## src/rtl/wisc_pipe_pkg.sv

```systemverilog
// Shared types and constants for the WISC-S15 pipeline hazard/scoreboard logic.
// Register numbers are stored zero-extended to SB_RD_W so any REG_AW up to that width fits.
package wisc_pipe_pkg;

    localparam int REG_AW_DEF  = 4;
    localparam int SB_RD_W     = 8;
    localparam int FWD_REGFILE = 0;

    localparam int SB_EX  = 0;
    localparam int SB_MEM = 1;
    localparam int SB_WB  = 2;

    typedef struct packed {
        logic               v;
        logic               wr;
        logic [SB_RD_W-1:0] rd;
        logic               ld;
    } sb_entry_t;

    // R0 is hardwired zero, so a write to it never produces a dependency
    function automatic logic sb_match(input sb_entry_t e, input logic [SB_RD_W-1:0] r);
        return e.v & e.wr & (e.rd == r) & (r != {SB_RD_W{1'b0}});
    endfunction

endpackage

```

## src/rtl/wisc_hazard_ctrl_if.sv

```systemverilog
// ID-stage request / pipeline-control bundle between the pipeline top and wisc_hazard_ctrl.
// Perf counter signals exist only when WISC_HAZ_PERF_EN is defined.
interface wisc_hazard_ctrl_if #(
    parameter int SB_DEPTH = 3,
    parameter int REG_AW   = 4
);
    localparam int FSW = $clog2(SB_DEPTH);

    logic              id_valid;
    logic [REG_AW-1:0] id_rs;
    logic [REG_AW-1:0] id_rt;
    logic              id_use_rs;
    logic              id_use_rt;
    logic              id_wr;
    logic [REG_AW-1:0] id_rd;
    logic              id_load;
    logic              ex_br_taken;
    logic              mem_wait;

    logic                pc_hold;
    logic                ifid_hold;
    logic                ifid_flush;
    logic                idex_bubble;
    logic [FSW-1:0]      fwd_a_sel;
    logic [FSW-1:0]      fwd_b_sel;
    logic [SB_DEPTH-1:0] stage_valid;
`ifdef WISC_HAZ_PERF_EN
    logic [15:0]         stall_cnt;
    logic [15:0]         flush_cnt;
`endif

    modport master (
        output id_valid, id_rs, id_rt, id_use_rs, id_use_rt, id_wr, id_rd, id_load,
        output ex_br_taken, mem_wait,
        input  pc_hold, ifid_hold, ifid_flush, idex_bubble, fwd_a_sel, fwd_b_sel, stage_valid
`ifdef WISC_HAZ_PERF_EN
        , input stall_cnt, flush_cnt
`endif
    );

    modport slave (
        input  id_valid, id_rs, id_rt, id_use_rs, id_use_rt, id_wr, id_rd, id_load,
        input  ex_br_taken, mem_wait,
        output pc_hold, ifid_hold, ifid_flush, idex_bubble, fwd_a_sel, fwd_b_sel, stage_valid
`ifdef WISC_HAZ_PERF_EN
        , output stall_cnt, flush_cnt
`endif
    );

endinterface

```

## src/rtl/wisc_fwd_pick.sv

```systemverilog
// Priority match of one source register against the scoreboard; the youngest producer
// (lowest stage index) wins. Select k means "take the value now in scoreboard stage k".
module wisc_fwd_pick
    import wisc_pipe_pkg::*;
#(
    parameter int SB_DEPTH = 3,
    parameter int FSW      = $clog2(SB_DEPTH)
) (
    input  sb_entry_t [SB_DEPTH-1:0] entries,
    input  logic [SB_RD_W-1:0]       src,
    input  logic                     use_src,
    output logic [FSW-1:0]           sel
);

    // The oldest stage and the load flags are never forwarding candidates
    logic pick_unused_s;
    assign pick_unused_s = ^entries;

    // Scan oldest to youngest so the last hit (smallest k) is what remains
    always_comb begin
        sel = FSW'(FWD_REGFILE);
        for (int k = SB_DEPTH - 1; k >= SB_MEM; k--) begin
            if (use_src && sb_match(entries[k-1], src)) begin
                sel = FSW'(k);
            end else begin
                sel = sel;
            end
        end
    end

endmodule

```

## src/rtl/wisc_hazard_ctrl.sv

```systemverilog
// Hazard and pipeline-control block for the WISC-S15 pipeline: scoreboard, load-use stall,
// branch flush, memory-wait freeze and registered EX forwarding. Optional: WISC_HAZ_PERF_EN.
module wisc_hazard_ctrl
    import wisc_pipe_pkg::*;
#(
    parameter int SB_DEPTH   = 3,
    parameter int REG_AW     = REG_AW_DEF,
    parameter int LOAD_READY = SB_WB
) (
    input logic               clk,
    input logic               rst,
    wisc_hazard_ctrl_if.slave hz
);

    localparam int FSW = $clog2(SB_DEPTH);

    sb_entry_t [SB_DEPTH-1:0] entry_r;
    logic [FSW-1:0]           fwd_a_sel_r;
    logic [FSW-1:0]           fwd_b_sel_r;

    logic [REG_AW-1:0]   rs_s, rt_s, rd_s;
    logic [SB_RD_W-1:0]  rs_ext_s, rt_ext_s, rd_ext_s;
    logic                frozen_s, lu_s, fl_s, bubble_s;
    logic                pc_hold_s, ifid_flush_s;
    logic [FSW-1:0]      pick_a_s, pick_b_s;
    sb_entry_t           new_entry_s;
    logic [SB_DEPTH-1:0] stage_valid_s;
    logic                sb_unused_s;

    assign rs_s     = hz.id_rs;
    assign rt_s     = hz.id_rt;
    assign rd_s     = hz.id_rd;
    assign rs_ext_s = SB_RD_W'(rs_s);
    assign rt_ext_s = SB_RD_W'(rt_s);
    assign rd_ext_s = SB_RD_W'(rd_s);

    // Not every stage's rd/ld is consumed for every LOAD_READY / depth choice
    assign sb_unused_s = ^entry_r;

    // Control decode; everything is held quiet while reset is asserted
    always_comb begin
        frozen_s = hz.mem_wait & ~rst;
        fl_s     = hz.ex_br_taken & entry_r[SB_EX].v & ~frozen_s & ~rst;
        lu_s     = 1'b0;
        for (int i = 0; i < LOAD_READY - 1; i++) begin
            if (entry_r[i].ld &&
                ((sb_match(entry_r[i], rs_ext_s) && hz.id_use_rs) ||
                 (sb_match(entry_r[i], rt_ext_s) && hz.id_use_rt))) begin
                lu_s = 1'b1;
            end else begin
                lu_s = lu_s;
            end
        end
        lu_s = lu_s & hz.id_valid & ~rst;
    end

    // Pipeline-control outputs; a flush squashes the stalled ID instruction
    always_comb begin
        pc_hold_s    = 1'b0;
        ifid_flush_s = 1'b0;
        bubble_s     = 1'b0;
        if (frozen_s) begin
            pc_hold_s = 1'b1;
        end else begin
            ifid_flush_s = fl_s;
            bubble_s     = fl_s | lu_s;
            pc_hold_s    = lu_s & ~fl_s;
        end
    end

    // Entry presented by ID for the next advance
    always_comb begin
        new_entry_s = {hz.id_valid, hz.id_wr, rd_ext_s, hz.id_load};
    end

    wisc_fwd_pick #(.SB_DEPTH(SB_DEPTH), .FSW(FSW)) u_pick_a (
        .entries (entry_r),
        .src     (rs_ext_s),
        .use_src (hz.id_use_rs),
        .sel     (pick_a_s)
    );

    wisc_fwd_pick #(.SB_DEPTH(SB_DEPTH), .FSW(FSW)) u_pick_b (
        .entries (entry_r),
        .src     (rt_ext_s),
        .use_src (hz.id_use_rt),
        .sel     (pick_b_s)
    );

    // Scoreboard shift and forwarding-select registers; both hold while frozen
    always_ff @(posedge clk) begin
        if (rst) begin
            for (int i = 0; i < SB_DEPTH; i++) begin
                entry_r[i] <= {$bits(sb_entry_t){1'b0}};
            end
            fwd_a_sel_r <= {FSW{1'b0}};
            fwd_b_sel_r <= {FSW{1'b0}};
        end else if (!frozen_s) begin
            for (int i = SB_DEPTH - 1; i >= 1; i--) begin
                entry_r[i] <= entry_r[i-1];
            end
            entry_r[SB_EX] <= bubble_s ? {$bits(sb_entry_t){1'b0}} : new_entry_s;
            fwd_a_sel_r    <= bubble_s ? {FSW{1'b0}} : pick_a_s;
            fwd_b_sel_r    <= bubble_s ? {FSW{1'b0}} : pick_b_s;
        end else begin
            entry_r     <= entry_r;
            fwd_a_sel_r <= fwd_a_sel_r;
            fwd_b_sel_r <= fwd_b_sel_r;
        end
    end

    // Per-stage valid view of the scoreboard
    always_comb begin
        for (int i = 0; i < SB_DEPTH; i++) begin
            stage_valid_s[i] = entry_r[i].v;
        end
    end

    assign hz.pc_hold     = pc_hold_s;
    assign hz.ifid_hold   = pc_hold_s;
    assign hz.ifid_flush  = ifid_flush_s;
    assign hz.idex_bubble = bubble_s;
    assign hz.fwd_a_sel   = fwd_a_sel_r;
    assign hz.fwd_b_sel   = fwd_b_sel_r;
    assign hz.stage_valid = stage_valid_s;

`ifdef WISC_HAZ_PERF_EN
    logic [15:0] stall_cnt_r;
    logic [15:0] flush_cnt_r;

    // Saturating stall / flush event counters
    always_ff @(posedge clk) begin
        if (rst) begin
            stall_cnt_r <= 16'h0000;
            flush_cnt_r <= 16'h0000;
        end else begin
            if (lu_s && !fl_s && !frozen_s && (stall_cnt_r != 16'hFFFF)) begin
                stall_cnt_r <= stall_cnt_r + 16'd1;
            end else begin
                stall_cnt_r <= stall_cnt_r;
            end
            if (fl_s && (flush_cnt_r != 16'hFFFF)) begin
                flush_cnt_r <= flush_cnt_r + 16'd1;
            end else begin
                flush_cnt_r <= flush_cnt_r;
            end
        end
    end

    assign hz.stall_cnt = stall_cnt_r;
    assign hz.flush_cnt = flush_cnt_r;
`endif

endmodule

```

## src/flat_wrapper.sv

```systemverilog
// flat-port wrapper written by rule: the top's interface ports become plain ports
module wisc_hazard_ctrl_flat import wisc_pipe_pkg::*;
#(
    parameter int SB_DEPTH   = 3,
    parameter int REG_AW     = REG_AW_DEF,
    parameter int LOAD_READY = SB_WB
)
  (clk, rst, hz_id_valid, hz_id_rs, hz_id_rt, hz_id_use_rs, hz_id_use_rt, hz_id_wr, hz_id_rd, hz_id_load, hz_ex_br_taken, hz_mem_wait, hz_pc_hold, hz_ifid_hold, hz_ifid_flush, hz_idex_bubble, hz_fwd_a_sel, hz_fwd_b_sel, hz_stage_valid);
  wisc_hazard_ctrl_if #(.SB_DEPTH(SB_DEPTH), .REG_AW(REG_AW)) hz_i ();
  input logic clk;
  input logic rst;
  input wire logic [$bits(hz_i.id_valid)-1:0] hz_id_valid;
  input wire logic [$bits(hz_i.id_rs)-1:0] hz_id_rs;
  input wire logic [$bits(hz_i.id_rt)-1:0] hz_id_rt;
  input wire logic [$bits(hz_i.id_use_rs)-1:0] hz_id_use_rs;
  input wire logic [$bits(hz_i.id_use_rt)-1:0] hz_id_use_rt;
  input wire logic [$bits(hz_i.id_wr)-1:0] hz_id_wr;
  input wire logic [$bits(hz_i.id_rd)-1:0] hz_id_rd;
  input wire logic [$bits(hz_i.id_load)-1:0] hz_id_load;
  input wire logic [$bits(hz_i.ex_br_taken)-1:0] hz_ex_br_taken;
  input wire logic [$bits(hz_i.mem_wait)-1:0] hz_mem_wait;
  output wire logic [$bits(hz_i.pc_hold)-1:0] hz_pc_hold;
  output wire logic [$bits(hz_i.ifid_hold)-1:0] hz_ifid_hold;
  output wire logic [$bits(hz_i.ifid_flush)-1:0] hz_ifid_flush;
  output wire logic [$bits(hz_i.idex_bubble)-1:0] hz_idex_bubble;
  output wire logic [$bits(hz_i.fwd_a_sel)-1:0] hz_fwd_a_sel;
  output wire logic [$bits(hz_i.fwd_b_sel)-1:0] hz_fwd_b_sel;
  output wire logic [$bits(hz_i.stage_valid)-1:0] hz_stage_valid;
  assign hz_i.id_valid = hz_id_valid;
  assign hz_i.id_rs = hz_id_rs;
  assign hz_i.id_rt = hz_id_rt;
  assign hz_i.id_use_rs = hz_id_use_rs;
  assign hz_i.id_use_rt = hz_id_use_rt;
  assign hz_i.id_wr = hz_id_wr;
  assign hz_i.id_rd = hz_id_rd;
  assign hz_i.id_load = hz_id_load;
  assign hz_i.ex_br_taken = hz_ex_br_taken;
  assign hz_i.mem_wait = hz_mem_wait;
  assign hz_pc_hold = hz_i.pc_hold;
  assign hz_ifid_hold = hz_i.ifid_hold;
  assign hz_ifid_flush = hz_i.ifid_flush;
  assign hz_idex_bubble = hz_i.idex_bubble;
  assign hz_fwd_a_sel = hz_i.fwd_a_sel;
  assign hz_fwd_b_sel = hz_i.fwd_b_sel;
  assign hz_stage_valid = hz_i.stage_valid;
  wisc_hazard_ctrl #(.SB_DEPTH(SB_DEPTH), .REG_AW(REG_AW), .LOAD_READY(LOAD_READY)) u_core (.clk(clk), .rst(rst), .hz(hz_i));
endmodule
```

## config.mk

```make
export PLATFORM = sky130hd
export DESIGN_NAME = wisc_hazard_ctrl_flat
export DESIGN_NICKNAME = d
export VERILOG_FILES = /design/src/rtl/wisc_pipe_pkg.sv /design/src/rtl/wisc_hazard_ctrl_if.sv /design/src/rtl/wisc_fwd_pick.sv /design/src/rtl/wisc_hazard_ctrl.sv /design/src/flat_wrapper.sv
export SDC_FILE = /design/constraint.sdc
export NUM_CORES = 1
export LEC_CHECK = 0
export ABC_CLOCK_PERIOD_IN_PS = 2300
export CAP_MARGIN = 20
export CELL_PAD_IN_SITES_DETAIL_PLACEMENT = 0
export CELL_PAD_IN_SITES_GLOBAL_PLACEMENT = 2
export CORE_MARGIN = 2
export CORE_UTILIZATION = 26
export CTS_BUF_LIST = sky130_fd_sc_hd__clkbuf_16
export CTS_CLUSTER_DIAMETER = 60
export DETAILED_ROUTE_END_ITERATION = 8
export HOLD_SLACK_MARGIN = 0.1
export PLACE_DENSITY = 0.88
export SLEW_MARGIN = 40
export SYNTH_ARGS = -nofsm -noshare
export SYNTH_HDL_FRONTEND = slang
export SYNTH_SLANG_ARGS = --single-unit
```

## constraint.sdc

```tcl
create_clock -name clk -period 2.3 [get_ports clk]
set_input_delay 0.46 -clock clk [delete_from_list [all_inputs] [get_ports clk]]
set_output_delay 0.46 -clock clk [all_outputs]
set_load 0.1 [all_outputs]
```

==> metrics.txt <==
# TYPE chip_impl_metric gauge
chip_impl_info{name="outcome",value="finished, violations left"} 1
chip_impl_info{name="failed_checks",value="setup timing"} 1
chip_impl_metric{name="cts_max_level",unit=""} 1
chip_impl_metric{name="netlist-cell-type-count",unit=""} 30
chip_impl_metric{name="drcViolationCount",unit=""} 0
chip_impl_metric{name="hold_violations",unit=""} 0
chip_impl_info{name="grt_setup_unrepaired",value="yes"} 1
chip_impl_metric{name="max_clock_freq",unit="MHz"} 431
chip_impl_info{name="critical_path.endpoint",value="hz_pc_hold"} 1
chip_impl_metric{name="vias_in_the_first_global_route",unit=""} 944
chip_impl_metric{name="pin_count",unit=""} 32
chip_impl_metric{name="antenna_violations_before_repair",unit=""} 0
chip_impl_metric{name="cts-buffers-inserted",unit=""} 3
chip_impl_metric{name="initialDrtViolationCount",unit=""} 17
chip_impl_info{name="critical_path.reg2reg.endpoint",value="u_core.hz.stage_valid[0]"} 1
chip_impl_info{name="worstSetupStartpoint",value="hz_id_rs[2]"} 1
chip_impl_metric{name="routabilityCongestion",unit=""} 0.799
chip_impl_metric{name="synth.avg_cell_area",unit="µm²"} 8.66
chip_impl_metric{name="synth_top_cell_area_share",unit=""} 0.362
chip_impl_info{name="setup.worst_path.end_class",value="primary output"} 1
chip_impl_metric{name="syn_area",unit="µm²"} 996
chip_impl_info{name="clock_tree.root_cell",value="clkbuf_16"} 1
chip_impl_metric{name="number_of_instances_in_the_synthesized_netlist",unit=""} 115
chip_impl_info{name="yosysMostFrequentCell",value="dfxtp_1"} 1
chip_impl_metric{name="postSynthNetCount",unit=""} 136
chip_impl_metric{name="fp.dieH",unit="µm"} 65.9
chip_impl_metric{name="maxCapViolations",unit=""} 0
chip_impl_metric{name="clock_latency",unit="ns"} 0.25
chip_impl_metric{name="ff2ff_path_depth",unit=""} 7
chip_impl_info{name="synth.area.top_cells",value="dfxtp_1 (36%), xor2_1 (14%), mux2i_1 (7.0%)"} 1
chip_impl_metric{name="dp_worst_setup_slack",unit="ns"} -0.410
chip_impl_metric{name="die-area",unit="mm²"} 0.00434
chip_impl_metric{name="final_count_of_pins_violating_max_slew",unit=""} 0
chip_impl_metric{name="pwr_density_cell",unit="mW/mm²"} 548
chip_impl_info{name="r2r_start",value="u_core.entry_r[4]"} 1
chip_impl_metric{name="cts_num_sinks",unit=""} 18
chip_impl_metric{name="tightestPinTransition",unit="ns"} 0.467
chip_impl_metric{name="critPathRequiredTime",unit="ns"} 1.84
chip_impl_metric{name="synth_async_sr_flop_share",unit=""} 0
chip_impl_metric{name="floorplan.die.width",unit="µm"} 65.9
chip_impl_metric{name="detailedPlacementHpwl",unit="mm"} 2.15
chip_impl_metric{name="postSynthRegisterBits",unit=""} 18
chip_impl_metric{name="final.fill_count",unit=""} 365
chip_impl_info{name="yosys.area.top_type",value="dfxtp_1"} 1
chip_impl_metric{name="seqCellArea",unit="µm²"} 360
chip_impl_metric{name="numPortBuffers",unit=""} 31
chip_impl_metric{name="critPathMaxFanout",unit=""} 3
chip_impl_metric{name="layout-area-overhead-vs-synth",unit="%"} 57.3
chip_impl_metric{name="placeableCoreArea",unit="mm²"} 0.00366
chip_impl_info{name="timing_worst_setup_path_type",value="in2out"} 1
chip_impl_metric{name="crit_arrival",unit="ns"} 1.86
chip_impl_metric{name="vdd_ir_drop_max",unit="mV"} 0.240
chip_impl_metric{name="finalWorstPathRequiredPeriod",unit="ns"} 2.32
chip_impl_metric{name="grt.met3_usage",unit=""} 0.0290
chip_impl_metric{name="cell_leakage_power",unit="nW"} 0.687
chip_impl_metric{name="ys_seq_area_frac",unit=""} 0.362
chip_impl_metric{name="rows",unit=""} 22
chip_impl_metric{name="grt_max_degree",unit=""} 21
chip_impl_metric{name="floorplan.initialDensity",unit=""} 0.272
chip_impl_metric{name="timing.reg2reg.setup_slack",unit="ns"} 0.60
chip_impl_metric{name="routed_wl",unit="mm"} 2.70
chip_impl_metric{name="antenna_cells",unit=""} 0
chip_impl_metric{name="timing.max_slew.rel_slack",unit=""} 0.688
chip_impl_info{name="synth_ff_type",value="dfxtp_1"} 1
chip_impl_metric{name="drtPass1Iterations",unit=""} 4
chip_impl_metric{name="fin_worst_hold_slack",unit="ns"} 0.455
chip_impl_metric{name="layout-drive-gt1-share",unit=""} 0.289
chip_impl_metric{name="layout.nets",unit=""} 181
chip_impl_metric{name="fin_worst_skew",unit="ns"} 0.00510
chip_impl_metric{name="routed-via-count",unit=""} 969
chip_impl_metric{name="use_met1",unit=""} 0.159
chip_impl_metric{name="grtUsageMet2",unit=""} 0.213
chip_impl_info{name="worst_hold_path_type",value="reg2reg"} 1
chip_impl_metric{name="grt-ovfl-total",unit=""} 0
chip_impl_metric{name="setup_violations",unit=""} 2
chip_impl_metric{name="wl_per_cell",unit="µm"} 13.0
chip_impl_metric{name="multiInputGateArea",unit="µm²"} 618
chip_impl_info{name="grt_most_used_layer",value="met2"} 1
chip_impl_info{name="critical_path.startpoint_type",value="input port"} 1
chip_impl_metric{name="drt-vias-per-instance",unit=""} 4.68
chip_impl_metric{name="worst_slack",unit="ns"} -0.0206
chip_impl_metric{name="grt_use_total",unit=""} 0.129
chip_impl_metric{name="setup-tns-final",unit="ns"} -0.0409
chip_impl_info{name="synth.top_cells.by_count",value="dfxtp_1 (18), nor2_1 (17), xor2_1 (16)"} 1
chip_impl_metric{name="antenna_left",unit=""} 0
chip_impl_metric{name="wire_length_of_the_first_global_routing_pass",unit="mm"} 4.22
chip_impl_metric{name="total_power",unit="mW"} 0.858
chip_impl_metric{name="layout_worst_path_cycle_share",unit=""} 1.01
chip_impl_metric{name="synth-warning-count",unit=""} 0
chip_impl_metric{name="cts-root-to-sink-buffers",unit=""} 2
chip_impl_metric{name="synth_edf_count",unit=""} 0
chip_impl_metric{name="cts.clk_slew.worst_paths",unit="ns"} 0.05
chip_impl_info{name="tritoncts",value="built"} 1
## how the worst min path moves through the flow
stage                                      start  slack, ns  cells past startpoint                      to
after CTS                 u_core.hz.fwd_a_sel[1]       0.46                      2  u_core.hz.fwd_a_sel[1]
final                     u_core.hz.fwd_a_sel[1]       0.45                      2  u_core.hz.fwd_a_sel[1]
after global routing      u_core.hz.fwd_a_sel[1]       0.47                      2  u_core.hz.fwd_a_sel[1]
after global placement    u_core.hz.fwd_a_sel[1]       0.44                      2  u_core.hz.fwd_a_sel[1]
after detailed placement  u_core.hz.fwd_a_sel[1]       0.45                      2  u_core.hz.fwd_a_sel[1]
after floorplan                u_core.entry_r[0]       0.46                      2       u_core.entry_r[0]
## layout by cell type (no fill, tap or decap), types with 2 or more instances in the layout
cell,instances
buf_4,24
dfxtp_1,18
nor2_1,17
xor2_1,16
clkdlybuf4s50_1,11
nand2_1,10
mux2i_1,7
nand3b_1,6
o22ai_1,5
nand3_1,4
buf_2,4
buf_6,4
buf_12,4
clkbuf_16,3
o41a_1,2
nor4_1,2
o31ai_1,2
a22oi_1,2
## logic make-up (layout without fill, tap and decap cells)
family,after synthesis,in the layout,synth area share
compound gates,19,19,0.142
flops,18,18,0.362
mux,7,7,0.0704
xor+xnor,16,16,0.141
buf+inv,9,53,0.0565
simple gates,46,46,0.229
## registers in the layout, indices dropped and copies added, names as in the netlist
signal                 flops
u_core.hz.stage_valid      3
u_core.hz.fwd_a_sel        2
u_core.entry_r            11
u_core.hz.fwd_b_sel        2
## critical path, cell delays in order
cell and delay, ns:
buf_6 0.09, o41a_1 0.43, and4b_4 0.22, o211a_4 0.26, a21o_4 0.22, buf_12 0.16
## routing by layer
layer | wire length, µm | up-vias | part of all wire
met4 | 29 | 0 | 0.011
met3 | 174 | 6 | 0.065
met5 | 0 | - | 0
li1 | - | 489 | -
met1 | 1130 | 445 | 0.42
met2 | 1360 | 29 | 0.50
## per-stage QoR
stage          std cells  utilization  cell area [µm²]
4_1_cts              207        0.429             1570
2_1_floorplan        115            -             1030
5_1_grt              207        0.428             1570
3_5_place_dp         201        0.402             1470
3_3_place_gp         201        0.402             1470
6_report             207        0.428             1570
## what timing repair did
action / in CTS / in global routing
gates resized for setup: 39 / 1
setup endpoints to repair: 3 / 3
hold buffers: 0 / 0
setup buffers: 2 / 0
pin swaps: 7 / 3
## power by group
part	internal (mW)	switching, mW
Sequential	0.324	0.0137
Combinational	0.0835	0.0929
Clock	0.231	0.114
Total	0.638	0.220
## final cells by class
cell class,instances,area share
clock inverters,1,0.00240
well taps,48,0.0383
repair buffers,49,0.287
flip-flops and latches,18,0.230
clock buffers,3,0.0479
multi-input cells,88,0.395
Power figures use the tool's default switching activity.
